[src/rtl/popcount_frame_ctrl_if.sv]
// Word stream in, frame result out: the handshake bundle of popcount_frame_ctrl.
interface popcount_frame_ctrl_if;
    logic        in_valid;
    logic        in_ready;
    logic [15:0] in_data;
    logic        in_last;
    logic        out_valid;
    logic        out_ready;
    logic [12:0] out_sum;
    logic [7:0]  out_words;

    modport master (
        output in_valid, in_data, in_last, out_ready,
        input  in_ready, out_valid, out_sum, out_words
    );

    modport slave (
        input  in_valid, in_data, in_last, out_ready,
        output in_ready, out_valid, out_sum, out_words
    );
endinterface

[src/rtl/popcount_frame_ctrl.sv]
// Counts set bits over a frame of 16-bit words through a PIPE_LAT-deep popcount
// pipeline and presents the frame total and word count with a valid/ready handshake.
module popcount_frame_ctrl #(
    parameter int FRAME_LEN = 8,
    parameter int PIPE_LAT  = 4
) (
    input  logic                 clk,
    input  logic                 rst_n,
    input  logic                 enable,
    output logic                 busy,
    popcount_frame_ctrl_if.slave bus
);
    localparam int DATA_W = 16;
    localparam int PC_W   = 5;
    localparam int SUM_W  = 13;

    typedef enum logic [1:0] {IDLE, ACCUM, DRAIN, HOLD} state_t;

    state_t                     state;
    state_t                     state_nxt;
    logic        [PC_W-1:0]     pc_p  [PIPE_LAT];
    logic        [PIPE_LAT-1:0] vld_p;
    logic        [SUM_W-1:0]    acc;
    logic        [7:0]          word_cnt;
    logic        [8:0]          cnt_inc;
    logic                       accept;
    logic                       close_frame;
    logic                       pipe_empty;
    logic                       handshake;

    function automatic logic [PC_W-1:0] popcount16(input logic [DATA_W-1:0] w);
        logic [PC_W-1:0] n;
        n = '0;
        for (int i = 0; i < DATA_W; i++) n = n + {4'b0, w[i]};
        return n;
    endfunction

    assign accept      = bus.in_valid && (state == ACCUM);
    assign cnt_inc     = {1'b0, word_cnt} + 9'd1;
    assign close_frame = accept && ((cnt_inc == 9'(FRAME_LEN)) || bus.in_last);
    assign pipe_empty  = (vld_p == '0);
    assign handshake   = (state == HOLD) && bus.out_ready;

    always_comb begin
        state_nxt     = state;
        bus.in_ready  = 1'b0;
        bus.out_valid = 1'b0;
        busy          = 1'b1;
        unique case (state)
            IDLE: begin
                busy = 1'b0;
                if (enable) state_nxt = ACCUM;
            end
            ACCUM: begin
                bus.in_ready = 1'b1;
                if (close_frame) state_nxt = DRAIN;
            end
            DRAIN: begin
                if (pipe_empty) state_nxt = HOLD;
            end
            HOLD: begin
                bus.out_valid = 1'b1;
                // enable is only looked at here and in IDLE, so a frame in flight always finishes
                if (bus.out_ready) state_nxt = enable ? ACCUM : IDLE;
            end
            default: state_nxt = IDLE;
        endcase
    end

    always_ff @(posedge clk or negedge rst_n) begin
        if (!rst_n) state <= IDLE;
        else        state <= state_nxt;
    end

    // Stage p0: popcount of the accepted word; later stages only delay it
    always_ff @(posedge clk or negedge rst_n) begin
        if (!rst_n) begin
            vld_p <= '0;
            for (int i = 0; i < PIPE_LAT; i++) pc_p[i] <= '0;
        end else begin
            vld_p[0] <= accept;
            if (accept) pc_p[0] <= popcount16(bus.in_data);
            for (int i = 1; i < PIPE_LAT; i++) begin
                vld_p[i] <= vld_p[i-1];
                pc_p[i]  <= pc_p[i-1];
            end
        end
    end

    // Final stage: accumulate; the result is captured when DRAIN sees an empty pipe
    always_ff @(posedge clk or negedge rst_n) begin
        if (!rst_n) begin
            acc           <= '0;
            word_cnt      <= '0;
            bus.out_sum   <= '0;
            bus.out_words <= '0;
        end else begin
            if (handshake) begin
                acc      <= '0;
                word_cnt <= '0;
            end else begin
                if (vld_p[PIPE_LAT-1]) acc <= acc + SUM_W'(pc_p[PIPE_LAT-1]);
                if (accept)            word_cnt <= cnt_inc[7:0];
            end
            if ((state == DRAIN) && pipe_empty) begin
                bus.out_sum   <= acc;
                bus.out_words <= word_cnt;
            end
        end
    end
endmodule

[src/flat_wrapper.sv]
// flat-port wrapper written by rule: the top's interface ports become plain ports
module popcount_frame_ctrl_flat 
#(
    parameter int FRAME_LEN = 8,
    parameter int PIPE_LAT  = 4
)
  (clk, rst_n, enable, busy, bus_in_valid, bus_in_data, bus_in_last, bus_out_ready, bus_in_ready, bus_out_valid, bus_out_sum, bus_out_words);
  popcount_frame_ctrl_if bus_i ();
  input  logic clk;
  input  logic rst_n;
  input  logic enable;
  output logic busy;
  input wire logic [$bits(bus_i.in_valid)-1:0] bus_in_valid;
  input wire logic [$bits(bus_i.in_data)-1:0] bus_in_data;
  input wire logic [$bits(bus_i.in_last)-1:0] bus_in_last;
  input wire logic [$bits(bus_i.out_ready)-1:0] bus_out_ready;
  output wire logic [$bits(bus_i.in_ready)-1:0] bus_in_ready;
  output wire logic [$bits(bus_i.out_valid)-1:0] bus_out_valid;
  output wire logic [$bits(bus_i.out_sum)-1:0] bus_out_sum;
  output wire logic [$bits(bus_i.out_words)-1:0] bus_out_words;
  assign bus_i.in_valid = bus_in_valid;
  assign bus_i.in_data = bus_in_data;
  assign bus_i.in_last = bus_in_last;
  assign bus_i.out_ready = bus_out_ready;
  assign bus_in_ready = bus_i.in_ready;
  assign bus_out_valid = bus_i.out_valid;
  assign bus_out_sum = bus_i.out_sum;
  assign bus_out_words = bus_i.out_words;
  popcount_frame_ctrl #(.FRAME_LEN(FRAME_LEN), .PIPE_LAT(PIPE_LAT)) u_core (.clk(clk), .rst_n(rst_n), .enable(enable), .busy(busy), .bus(bus_i));
endmodule
[config.mk]
export PLATFORM = sky130hd
export DESIGN_NAME = popcount_frame_ctrl_flat
export DESIGN_NICKNAME = d
export VERILOG_FILES = /design/src/rtl/popcount_frame_ctrl_if.sv /design/src/rtl/popcount_frame_ctrl.sv /design/src/flat_wrapper.sv
export SDC_FILE = /design/constraint.sdc
export NUM_CORES = 1
export LEC_CHECK = 0
export CORE_MARGIN = 3
export CORE_UTILIZATION = 55
export DETAILED_ROUTE_END_ITERATION = 7
export PLACE_DENSITY = 0.8
export RECOVER_POWER = 50
export SLEW_MARGIN = 40
export SYNTH_ARGS = -nofsm -noshare
export SYNTH_HDL_FRONTEND = slang
export SYNTH_SLANG_ARGS = --single-unit
[constraint.sdc]
create_clock -name clk -period 2.85 [get_ports clk]
set_clock_uncertainty 0.2 [all_clocks]
set_input_delay 0.7125 -clock clk [delete_from_list [all_inputs] [get_ports clk]]
set_output_delay 0.7125 -clock clk [all_outputs]
set_load 0.05 [all_outputs]
==> insert_results.sql, run 1 <==
INSERT INTO impl_metrics (metric_group, metric, value, unit) VALUES
('drt', 'route.met3.wl', '166', 'um'),
('placed_design', 'placedInstanceArea', '3920', 'um^2'),
('outcome', 'failed_checks', 'capacitance limit, slew limit, setup timing', ''),
('clock_tree', 'postCtsSetupBuffers', '0', ''),
('final_layout', 'antenna_cells_inserted', '0', ''),
('min_path', 'timing.hold.worst.class', 'flip-flop to flip-flop', ''),
('yosys', 'yosys.area_share.adder', '12.96', '%'),
('global_routing', 'grt_first_pass_wirelength', '10360', 'um'),
('drt', 'vias_per_cell', '5.176', ''),
('drt', 'drc', '0', ''),
('yosys', 'synthesized_area_divided_by_synthesized_cell_count', '11.60', 'um^2'),
('drt', 'detail_route.iter0.violations', '95', ''),
('drt', 'vias', '2179', ''),
('yosys', 'postSynthCellCount', '288', ''),
('timing', 'worst-slew-pin-transition', '1.611', 'ns'),
('clock_tree', 'worst_skew_pair.late_latency', '0.34', 'ns'),
('setup_path', 'arrival_time_worst_endpoint', '4.01', 'ns'),
('run', 'drv_cap', '1', ''),
('setup_path', 'critical_path_class', 'primary input to flip-flop', ''),
('clock_tree', 'cts_htree_levels', '3', ''),
('timing', 'maxSlewHeadroom', '-7.431', '%'),
('setup_path', 'critical_path_capture_point_type', 'flip-flop', ''),
('timing', 'final.min_clock_period', '3.991', 'ns'),
('outcome', 'result_of_the_run', 'finished, violations left', ''),
('yosys', 'synth.top_cells.by_count', 'dfrtp_1 (68), inv_1 (33), nor2_1 (26), nand2_1 (21), mux2_2 (20)', ''),
('final_layout', 'layout.core_utilization', '73.08', '%'),
('drt', 'met2_wirelength', '2751', 'um'),
('timing', 'finalHoldViolations', '0', ''),
('clock_tree', 'cts_sinks', '68', ''),
('timing', 'fmax_achieved', '250.6', 'MHz'),
('yosys', 'synth_compound_gate_area_share', '6.857', '%'),
('timing', 'rsz_0062_raised_after_global_routing', 'yes', ''),
('die', 'die_width', '83.92', 'um'),
('die', 'io_pins', '46', ''),
('final_layout', 'layout.nets', '394', ''),
('yosys', 'syn-cell-area', '3339', 'um^2'),
('global_routing', 'grt_pass1_vias', '2252', ''),
('placed_design', 'gp_routability_congestion', '0.8206', ''),
('drt', 'met1_length', '2694', 'um'),
('clock_tree', 'cts-hold-fix-buffers', '0', ''),
('pwr', 'p_leak', '0.002003', 'uW'),
('yosys', 'synth.area.mux_share', '7.943', '%'),
('yosys', 'synthTopCellsByArea', 'dfrtp_1 (51%), mux2_2 (6.7%), fa_1 (6.6%)', ''),
('setup_path', 'ff2ff_path_depth', '9', ''),
('global_routing', 'grt-ovfl-total', '0', ''),
('yosys', 'ys_dominant_reg_cell', 'dfrtp_1', ''),
('global_routing', 'grt_antenna_before_repair', '0', ''),
('setup_path', 'cp-start-kind', 'primary input', ''),
('timing', 'post-route-worst-setup-slack', '-1.141', 'ns'),
('clock_tree', 'clkTransAtPathRegs', '0.07', 'ns'),
('pwr', 'power_density', '958.9', 'nW/um^2'),
('timing', 'max_transition_viols_final', '69', ''),
('yosys', 'synth_xor_area_share', '4.983', '%'),
('yosys', 'synth_nets', '338', ''),
('drt', 'antenna_left', '0', ''),
('yosys', 'ys_async_sr_fraction', '100.0', '%'),
('yosys', 'top_cell_type_by_total_area_after_synthesis', 'dfrtp_1', ''),
('drt', 'drt_pre_antenna_iters', '4', ''),
('yosys', 'yosys.cell_types.count', '41', ''),
('yosys', 'yosys_register_bits', '68', ''),
('clock_tree', 'tritoncts_clock_tree', 'yes', ''),
('die', 'core-area', '5675', 'um^2'),
('yosys', 'synth.yosys.seq_area_share', '50.96', '%'),
('clock_tree', 'clock_buffer_count_from_cts', '9', ''),
('yosys', 'netlist.area_leader.share', '50.96', '%'),
('yosys', 'yosys_warnings', '0', ''),
('die', 'dieArea', '7043', 'um^2'),
('timing', 'timing.final.setup_violations', '5', ''),
('yosys', 'synth.most_common_cell', 'dfrtp_1', ''),
('drt', 'highest_layer', 'met4', ''),
('timing', 'timing.final.crit_share', '140.0', '%');
repair_timing:
item,in CTS,in global routing
pin swaps,10,15
endpoints found under the setup margin,6,7
resized for setup,20,5
layout by cell type (no fill, tap or decap), types with 2 or more instances in the layout:
master           count
and3_1               2
nor3b_1              2
ha_1                16
clkinv_2             2
fa_2                 3
nand4_1              2
inv_1               32
nor2_1              26
or3_1                2
bufinv_16            2
nand2_1             21
nand3_1              7
mux2i_1              4
xor2_1               9
xnor2_1             10
clkdlybuf4s50_1     35
fa_1                 8
dfrtp_1             68
a21o_1               2
o2111ai_1            2
nor2b_1              3
buf_6                2
o21ai_1              7
a21oi_1              7
buf_4                7
mux2_2              20
a21oi_2              2
o21ai_0              7
clkbuf_8            12
dlygate4sd2_1        6
through the flow:
step	power [uW]	cells	hold WS [ns]	setup TNS, ns
finish	3977	421	0.1374	-5.183
global route	4273	421	0.1462	-5.632
CTS	4014	421	0.1395	-5.642
detailed placement	3072	405	0.1355	-8.762
global placement	2994	405	0.1320	-8.401
floorplan	2592	288	0.1312	-5.844
worst max-delay path, cell delays in order:
cell	delay (ns)
buf_6	0.09
ha_4	0.25
inv_2	0.03
fa_1	0.49
fa_1	0.45
fa_2	0.59
fa_1	0.42
fa_2	0.37
fa_2	0.54
o21ai_2	0.06
flip-flops by register name, indices dropped and copies added, names as in the netlist:
name	flops
u_core.bus.out_words	8
u_core.vld_p	4
u_core.state	2
u_core.bus.out_sum	13
u_core.acc	13
u_core.word_cnt	8
u_core.pc_p	20
final timing paths:
kind	start	endpoint	slack [ns]
worst max-delay path	bus_in_data[0]	u_core.pc_p[16]	-1.14
worst min-delay path	u_core.pc_p[10]	u_core.pc_p[5]	0.14
worst min register to register	u_core.pc_p[10]	u_core.pc_p[5]	0.14
min in group asynchronous	rst_n	u_core.state[0]	0.66
worst max register to register	u_core.acc[0]	u_core.acc[12]	0.30
max in group asynchronous	rst_n	u_core.pc_p[10]	0.82
final cells by class:
type | instances | area, um^2
Sequential cell | 68 | 1702
Fill cell | 401 | 1528
Multi-Input combinational cell | 179 | 1496
Timing Repair Buffer | 53 | 500.5
Clock buffer | 12 | 165.2
Inverter | 33 | 123.9
Tap cell | 72 | 90.09
Clock inverter | 4 | 70.07
kinds of logic after synthesis:
| kind of cell | count (synthesis) |
|---|---|
| simple gates | 74 |
| flops | 68 |
| buf+inv | 41 |
| compound gates | 34 |
| fa+ha+maj | 28 |
| mux | 24 |
| xor+xnor | 19 |
routing by layer:
metal	up-vias	track usage, %
li1	1061	-
met1	1068	25.13
met2	39	28.99
met3	11	3.949
met4	0	9.211
met5	-	0
where the power goes:
part           leakage, uW  switching (uW)  internal [uW]
clock             0.000122             351            561
combinational     0.000976             946            703
sequential        0.000905             183           1230
(Power assumes the default switching activity.)
==> inputs of run 2 (changes only) <==
--- a/config.mk
+++ b/config.mk
@@ -5,6 +5,7 @@
 export SDC_FILE = /design/constraint.sdc
 export NUM_CORES = 1
 export LEC_CHECK = 0
+export CAP_MARGIN = 20
 export CORE_MARGIN = 3
 export CORE_UTILIZATION = 55
 export DETAILED_ROUTE_END_ITERATION = 7
==> results of run 2 <==
Final layout, timing and power as in run 1 (identical DEF).
